$ cat config.mk
export PLATFORM = sky130hd
export DESIGN_NAME = inv_mix_columns_seq
export DESIGN_NICKNAME = d
export VERILOG_FILES = /design/src/rtl/aes_pkg.sv /design/src/rtl/inv_col_mix.sv /design/src/rtl/inv_mix_columns_seq.sv
export SDC_FILE = /design/constraint.sdc
export NUM_CORES = 1
export LEC_CHECK = 0
export ABC_AREA = 1
export CAP_MARGIN = 20
export CORE_UTILIZATION = 40
export DETAILED_ROUTE_END_ITERATION = 8
export HOLD_SLACK_MARGIN = 0.12
export PLACE_DENSITY = 0.74
export SYNTH_ARGS = -nofsm -noshare
export SYNTH_HDL_FRONTEND = slang
export SYNTH_SLANG_ARGS = --single-unit
$ cat constraint.sdc
create_clock -name clk -period 2.95 [get_ports clk]
set_input_delay 0.7375 -clock clk [delete_from_list [all_inputs] [get_ports clk]]
set_output_delay 0.7375 -clock clk [all_outputs]
set_load 0.02 [all_outputs]
$ cat src/rtl/aes_pkg.sv
// Shared AES types and GF(2^8) helpers for the inverse MixColumns datapath.
// Coefficients are the InvMixColumns matrix row 0e/0b/0d/09.
package aes_pkg;

  typedef logic [127:0] state_t;
  typedef logic [31:0]  col_t;

  typedef enum logic [1:0] {
    ST_IDLE = 2'd0,
    ST_BUSY = 2'd1,
    ST_DONE = 2'd2
  } fsm_t;

  localparam logic [7:0] GF_POLY = 8'h1B;
  localparam logic [3:0] C_E     = 4'hE;
  localparam logic [3:0] C_B     = 4'hB;
  localparam logic [3:0] C_D     = 4'hD;
  localparam logic [3:0] C_9     = 4'h9;

  function automatic logic [7:0] xtime(input logic [7:0] a);
    return {a[6:0], 1'b0} ^ (a[7] ? GF_POLY : 8'h00);
  endfunction

  // Multiply by a coefficient below 16; enough for every InvMixColumns constant.
  function automatic logic [7:0] gf_mul(input logic [7:0] a, input logic [3:0] coef);
    logic [7:0] x2;
    logic [7:0] x4;
    logic [7:0] x8;
    x2 = xtime(a);
    x4 = xtime(x2);
    x8 = xtime(x4);
    return ({8{coef[0]}} & a) ^ ({8{coef[1]}} & x2) ^
           ({8{coef[2]}} & x4) ^ ({8{coef[3]}} & x8);
  endfunction

endpackage

$ cat src/rtl/inv_col_mix.sv
// Combinational InvMixColumns of one 32-bit column; row 0 is the top byte.
module inv_col_mix
  import aes_pkg::*;
(
  input  logic [31:0] i_col,
  output logic [31:0] o_col
);

  logic [7:0] w_s [4];

  genvar g;
  generate
    for (g = 0; g < 4; g++) begin : g_row
      assign w_s[g] = i_col[31-8*g -: 8];
      assign o_col[31-8*g -: 8] = gf_mul(w_s[g], C_E)
                                ^ gf_mul(w_s[(g+1)%4], C_B)
                                ^ gf_mul(w_s[(g+2)%4], C_D)
                                ^ gf_mul(w_s[(g+3)%4], C_9);
    end
  endgenerate

endmodule

$ cat src/rtl/inv_mix_columns_seq.sv
// Sequential InvMixColumns: accepts a 128-bit state, transforms COLS_PER_CYCLE
// columns per busy cycle, and holds the result until the consumer takes it.
module inv_mix_columns_seq
  import aes_pkg::*;
#(
  parameter int COLS_PER_CYCLE = 1
) (
  input  logic         clk,
  input  logic         rst_n,
  input  logic         in_valid,
  output logic         in_ready,
  input  logic [127:0] in_state,
  input  logic         in_bypass,
  output logic         out_valid,
  input  logic         out_ready,
  output logic [127:0] out_state,
  output logic         busy
);

  localparam logic [2:0] NCOL3 = 3'(COLS_PER_CYCLE);

  generate
    if (!(COLS_PER_CYCLE == 1 || COLS_PER_CYCLE == 2 || COLS_PER_CYCLE == 4)) begin : g_bad_cols
      $fatal(1, "inv_mix_columns_seq: COLS_PER_CYCLE must be 1, 2 or 4");
    end
  endgenerate

  fsm_t           r_state;
  fsm_t           w_state_next;
  logic [2:0]     r_col_cnt;
  logic [2:0]     w_col_cnt_next;
  state_t         r_buf;
  state_t         w_buf_next;
  logic           r_in_ready;
  logic           r_out_valid;
  logic           r_busy;
  logic [3:0][31:0] w_buf_cols;
  logic [3:0][31:0] w_lane_out;
  logic [3:0][31:0] w_xform_cols;

  // Packed element 3 is column 0, matching the MSB-first column layout.
  assign w_buf_cols = r_buf;

  genvar g;
  generate
    for (g = 0; g < 4; g++) begin : g_lane
      if (g < COLS_PER_CYCLE) begin : g_mix
        logic [1:0] w_idx;
        assign w_idx = r_col_cnt[1:0] + 2'(g);
        inv_col_mix u_inv_col_mix (
          .i_col (w_buf_cols[2'd3 - w_idx]),
          .o_col (w_lane_out[g])
        );
      end else begin : g_idle
        assign w_lane_out[g] = 32'h0;
      end
    end
  endgenerate

  // Merge the lane results back into the columns they were taken from.
  always_comb begin
    logic [1:0] off;
    w_xform_cols = w_buf_cols;
    off          = 2'd0;
    for (int c = 0; c < 4; c++) begin
      off = 2'(c) - r_col_cnt[1:0];
      if ({1'b0, off} < NCOL3) begin
        w_xform_cols[2'd3 - 2'(c)] = w_lane_out[off];
      end else begin
        w_xform_cols[2'd3 - 2'(c)] = w_buf_cols[2'd3 - 2'(c)];
      end
    end
  end

  // Next-state, column counter and buffer update.
  always_comb begin
    w_state_next   = r_state;
    w_col_cnt_next = r_col_cnt;
    w_buf_next     = r_buf;
    case (r_state)
      ST_IDLE: begin
        if (in_valid) begin
          w_buf_next     = in_state;
          w_col_cnt_next = 3'd0;
          w_state_next   = in_bypass ? ST_DONE : ST_BUSY;
        end else begin
          w_state_next   = ST_IDLE;
        end
      end
      ST_BUSY: begin
        w_buf_next     = w_xform_cols;
        w_col_cnt_next = r_col_cnt + NCOL3;
        if (w_col_cnt_next == 3'd4) begin
          w_state_next = ST_DONE;
        end else begin
          w_state_next = ST_BUSY;
        end
      end
      ST_DONE: begin
        if (out_ready) begin
          w_state_next = ST_IDLE;
        end else begin
          w_state_next = ST_DONE;
        end
      end
      default: begin
        w_state_next = ST_IDLE;
      end
    endcase
  end

  // State registers; status flags are registered from the next state.
  always_ff @(posedge clk) begin
    if (!rst_n) begin
      r_state     <= ST_IDLE;
      r_col_cnt   <= 3'd0;
      r_buf       <= 128'h0;
      r_in_ready  <= 1'b1;
      r_out_valid <= 1'b0;
      r_busy      <= 1'b0;
    end else begin
      r_state     <= w_state_next;
      r_col_cnt   <= w_col_cnt_next;
      r_buf       <= w_buf_next;
      r_in_ready  <= (w_state_next == ST_IDLE);
      r_out_valid <= (w_state_next == ST_DONE);
      r_busy      <= (w_state_next == ST_BUSY);
    end
  end

  assign in_ready  = r_in_ready;
  assign out_valid = r_out_valid;
  assign busy      = r_busy;
  assign out_state = r_buf;

endmodule

==> flow_summary.json <==
{
  "power_density_nw_per_um2": 850,
  "slew_headroom": 0.445,
  "io-pin-count": 264,
  "worst-r2r-setup-slack_ns": 0.13,
  "htree_levels": 4,
  "gp_congestion": 1.03,
  "grt_max_degree": 59,
  "total_power_mw": 13.1,
  "clkSinkCount": 136,
  "post_dp_cell_area_um2": 14700,
  "tritoncts": "built",
  "fmax_mhz": 355,
  "grt_usage": 0.341,
  "netlist_area_um2": 11700,
  "path_clk_slew_ns": 0.07,
  "rows": 62,
  "wl_met2_mm": 23.0,
  "post_cts.repair.setup_buffers": 0,
  "grt_pass1_wl_mm": 77.9,
  "yosysMostFrequentCell": "nand2_1",
  "dp_slack_ns": 0.0141,
  "leakagePower_nw": 6.86,
  "drive_gt1_frac": 0.129,
  "yosysWarnings": 0,
  "wire_per_inst_um": 21.3,
  "cp-endpoint": "out_state[45]",
  "avgSynthCellArea_um2": 6.40,
  "hold_viol_final": 0,
  "synth_cells": 1826,
  "startpoint_type": "flop",
  "synth_ff_type": "dfxtp_1",
  "synth.distinct_cells": 40,
  "yosys.area.top_type_share": 0.233,
  "ir_drop_mv": 0.482,
  "ys_seq_area_frac": 0.233,
  "synth_area_leaders": "dfxtp_1, nand2_1, a21oi_1, nand3_1, o21ai_0",
  "vias_per_cell": 5.63,
  "critical_path.top_delay_family": "simple AND/OR/NAND/NOR gates",
  "clockRootBuffer": "clkbuf_16",
  "slowest_delay_ns": 0.42,
  "die_h_um": 173,
  "die_w_um": 173,
  "required_ns": 3.31,
  "synth_top_family_by_area": "simple AND/OR/NAND/NOR gates",
  "final_max_slew_viol_count": 0,
  "fin_nets": 2208,
  "r2r_start": "r_col_cnt[0]",
  "wirelength_mm": 52.5,
  "io_buffers": 263,
  "highest_layer": "met4",
  "critPathMaxFanout": 35,
  "skew_ns": 0.0254,
  "synthArstFlopShare": 0,
  "yosys-top-cells-count": "nand2_1, a21oi_1, nand3_1",
  "cts_buffers": 17,
  "synthMuxAreaShare": 0,
  "finalSetupViolCount": 0,
  "wl_met1_mm": 22.7,
  "cts-hold-fix-buffers": 0,
  "postLayoutCellArea_um2": 15400,
  "dp_hpwl_mm": 40.9,
  "hold_class": "reg -> reg",
  "gr-total-overflow": 0,
  "synth_xor_area_frac": 0.126,
  "antenna_found_initial": 1,
  "syn_nets": 1964,
  "synth_edf_count": 0,
  "path_cells": "buf_6, nand2_1, o21ai_0, nand2_1, nand2_1, nand2_1, nand2_2, inv_2, nand2_1, nand2_1, xnor2_1, nand3_1, nand2_4, nand3_1, a21oi_1",
  "crit_path_frequent_cell": "nand2_1",
  "setup_ws_ns": 0.130,
  "max_cap_violations": 0,
  "first_global_vias": 12800,
  "drc": 0,
  "clk_path_buf_depth": 2,
  "reg2regPathDepth": 15,
  "critPathLaunch": "r_col_cnt[0]",
  "dieArea_um2": 29900,
  "worstReg2RegEnd": "out_state[45]",
  "final.min_clock_period_ns": 2.82,
  "dr.pass1.iters": 8,
  "crit_type": "reg -> reg",
  "synth_compound_area_frac": 0.160,
  "syn_to_final_growth_pct": 31.8,
  "start_util": 0.407,
  "crit_buf_inv": 2,
  "ant_nets": 0,
  "clock_latency_ns": 0.44,
  "status": "finished, final reports clean",
  "vias": 13900,
  "rsz0062_at_grt": "true",
  "core_area_um2": 28700,
  "yosysTopAreaCell": "dfxtp_1",
  "cp-end-kind": "flop",
  "dr_wl_met3_mm": 5.30,
  "cp_num_cells": 15,
  "worst_pin_slew_ns": 0.832,
  "fin_util": 0.537,
  "synthAdderAreaFrac": 0.00535,
  "synthSimpleGateAreaFrac": 0.379,
  "drt_iter0_drc": 1708,
  "slowest_stage": "dfxtp_4",
  "period_share": 0.956,
  "cp.arrival_ns": 3.18,
  "synth_seq_cells": 136
}
## what timing repair did
| item | in CTS | in global routing |
|---|---|---|
| setup endpoints to repair | 1 | 48 |
| resized for setup | 1 | 14 |
| gates cloned | 0 | 1 |
| pin swaps | 0 | 1 |
## how the worst min path moves through the flow
stage / cells past startpoint / endpoint / slack (ns) / start
after CTS: 2 / r_col_cnt[2] / 0.48 / r_col_cnt[2]
final: 2 / r_col_cnt[2] / 0.48 / r_col_cnt[2]
after detailed placement: 2 / r_col_cnt[2] / 0.47 / r_col_cnt[2]
after floorplan: 2 / r_col_cnt[2] / 0.45 / r_col_cnt[2]
after global placement: 2 / r_col_cnt[2] / 0.46 / r_col_cnt[2]
after global routing: 2 / r_col_cnt[2] / 0.51 / r_col_cnt[2]
## stage by stage
stage,hold WS (ns),TNS (ns),cells
after floorplan,0.451,0,1826
after global placement,0.462,0,2434
after detailed placement,0.474,0,2434
after CTS,0.484,0,2466
after global routing,0.505,-0.139,2468
final,0.484,0,2468
## kinds of logic after synthesis
group                      count (synthesis)
xor gates and xnor gates                 140
and+or+nand+nor                          956
adders and majority gates                  5
DFF                                      136
buffers and inverters                    219
AOI/OAI and AO/OA                        370
## registers in the layout, summed over array words and instances, names as in the netlist
register	flops
out_state	128
r_col_cnt	3
r_state	2
busy	1
in_ready	1
out_valid	1
## report_power, final
group / total [mW] / internal, mW / switching, mW
registers: 2.34 / 2.07 / 0.276
clock network: 2.14 / 1.13 / 1.01
logic: 8.61 / 2.81 / 5.79
total: 13.1 / 6.01 / 7.08
## cell type report
class                      instances  area, µm²
antenna                            1       2.50
clock buffer                      17        425
clock inverter                    15        154
fill                            2869      13300
inverter                         117        464
multi-input combinational       1471       7910
sequential                       136       2730
tap                              384        480
timing repair buffer             327       3240
## worst min-delay path, cell delays in order (launching register included)
cell	delay, ns
dfxtp_1	0.32
nand2_1	0.07
a21oi_1	0.05
## cell usage in the layout, fill, tap and decap left out, types with 3 or more instances in the layout
| cell | n |
|---|---|
| a21oi_1 | 227 |
| nand3_2 | 18 |
| nand2_2 | 71 |
| nor2_2 | 3 |
| or2_1 | 5 |
| xnor2_4 | 4 |
| clkbuf_16 | 18 |
| nand3_1 | 208 |
| inv_2 | 10 |
| nor2_1 | 11 |
| buf_12 | 9 |
| o21ai_2 | 3 |
| nand2_4 | 25 |
| xor2_1 | 67 |
| dfxtp_1 | 134 |
| or2_2 | 3 |
| o21ai_0 | 131 |
| xnor2_2 | 16 |
| clkdlybuf4s50_1 | 262 |
| inv_1 | 101 |
| xor2_2 | 10 |
| nand3b_1 | 5 |
| nand2_1 | 570 |
| ha_1 | 5 |
| inv_6 | 5 |
| buf_4 | 53 |
| nand4_1 | 37 |
| inv_8 | 7 |
| xnor2_1 | 43 |
## per-layer routing
layer	track usage	vias up
met5	0	-
met4	0.104	0
met3	0.0589	98
met2	0.521	834
met1	0.487	6468
li1	-	6500
No activity file was read; power rests on OpenSTA's default activity.
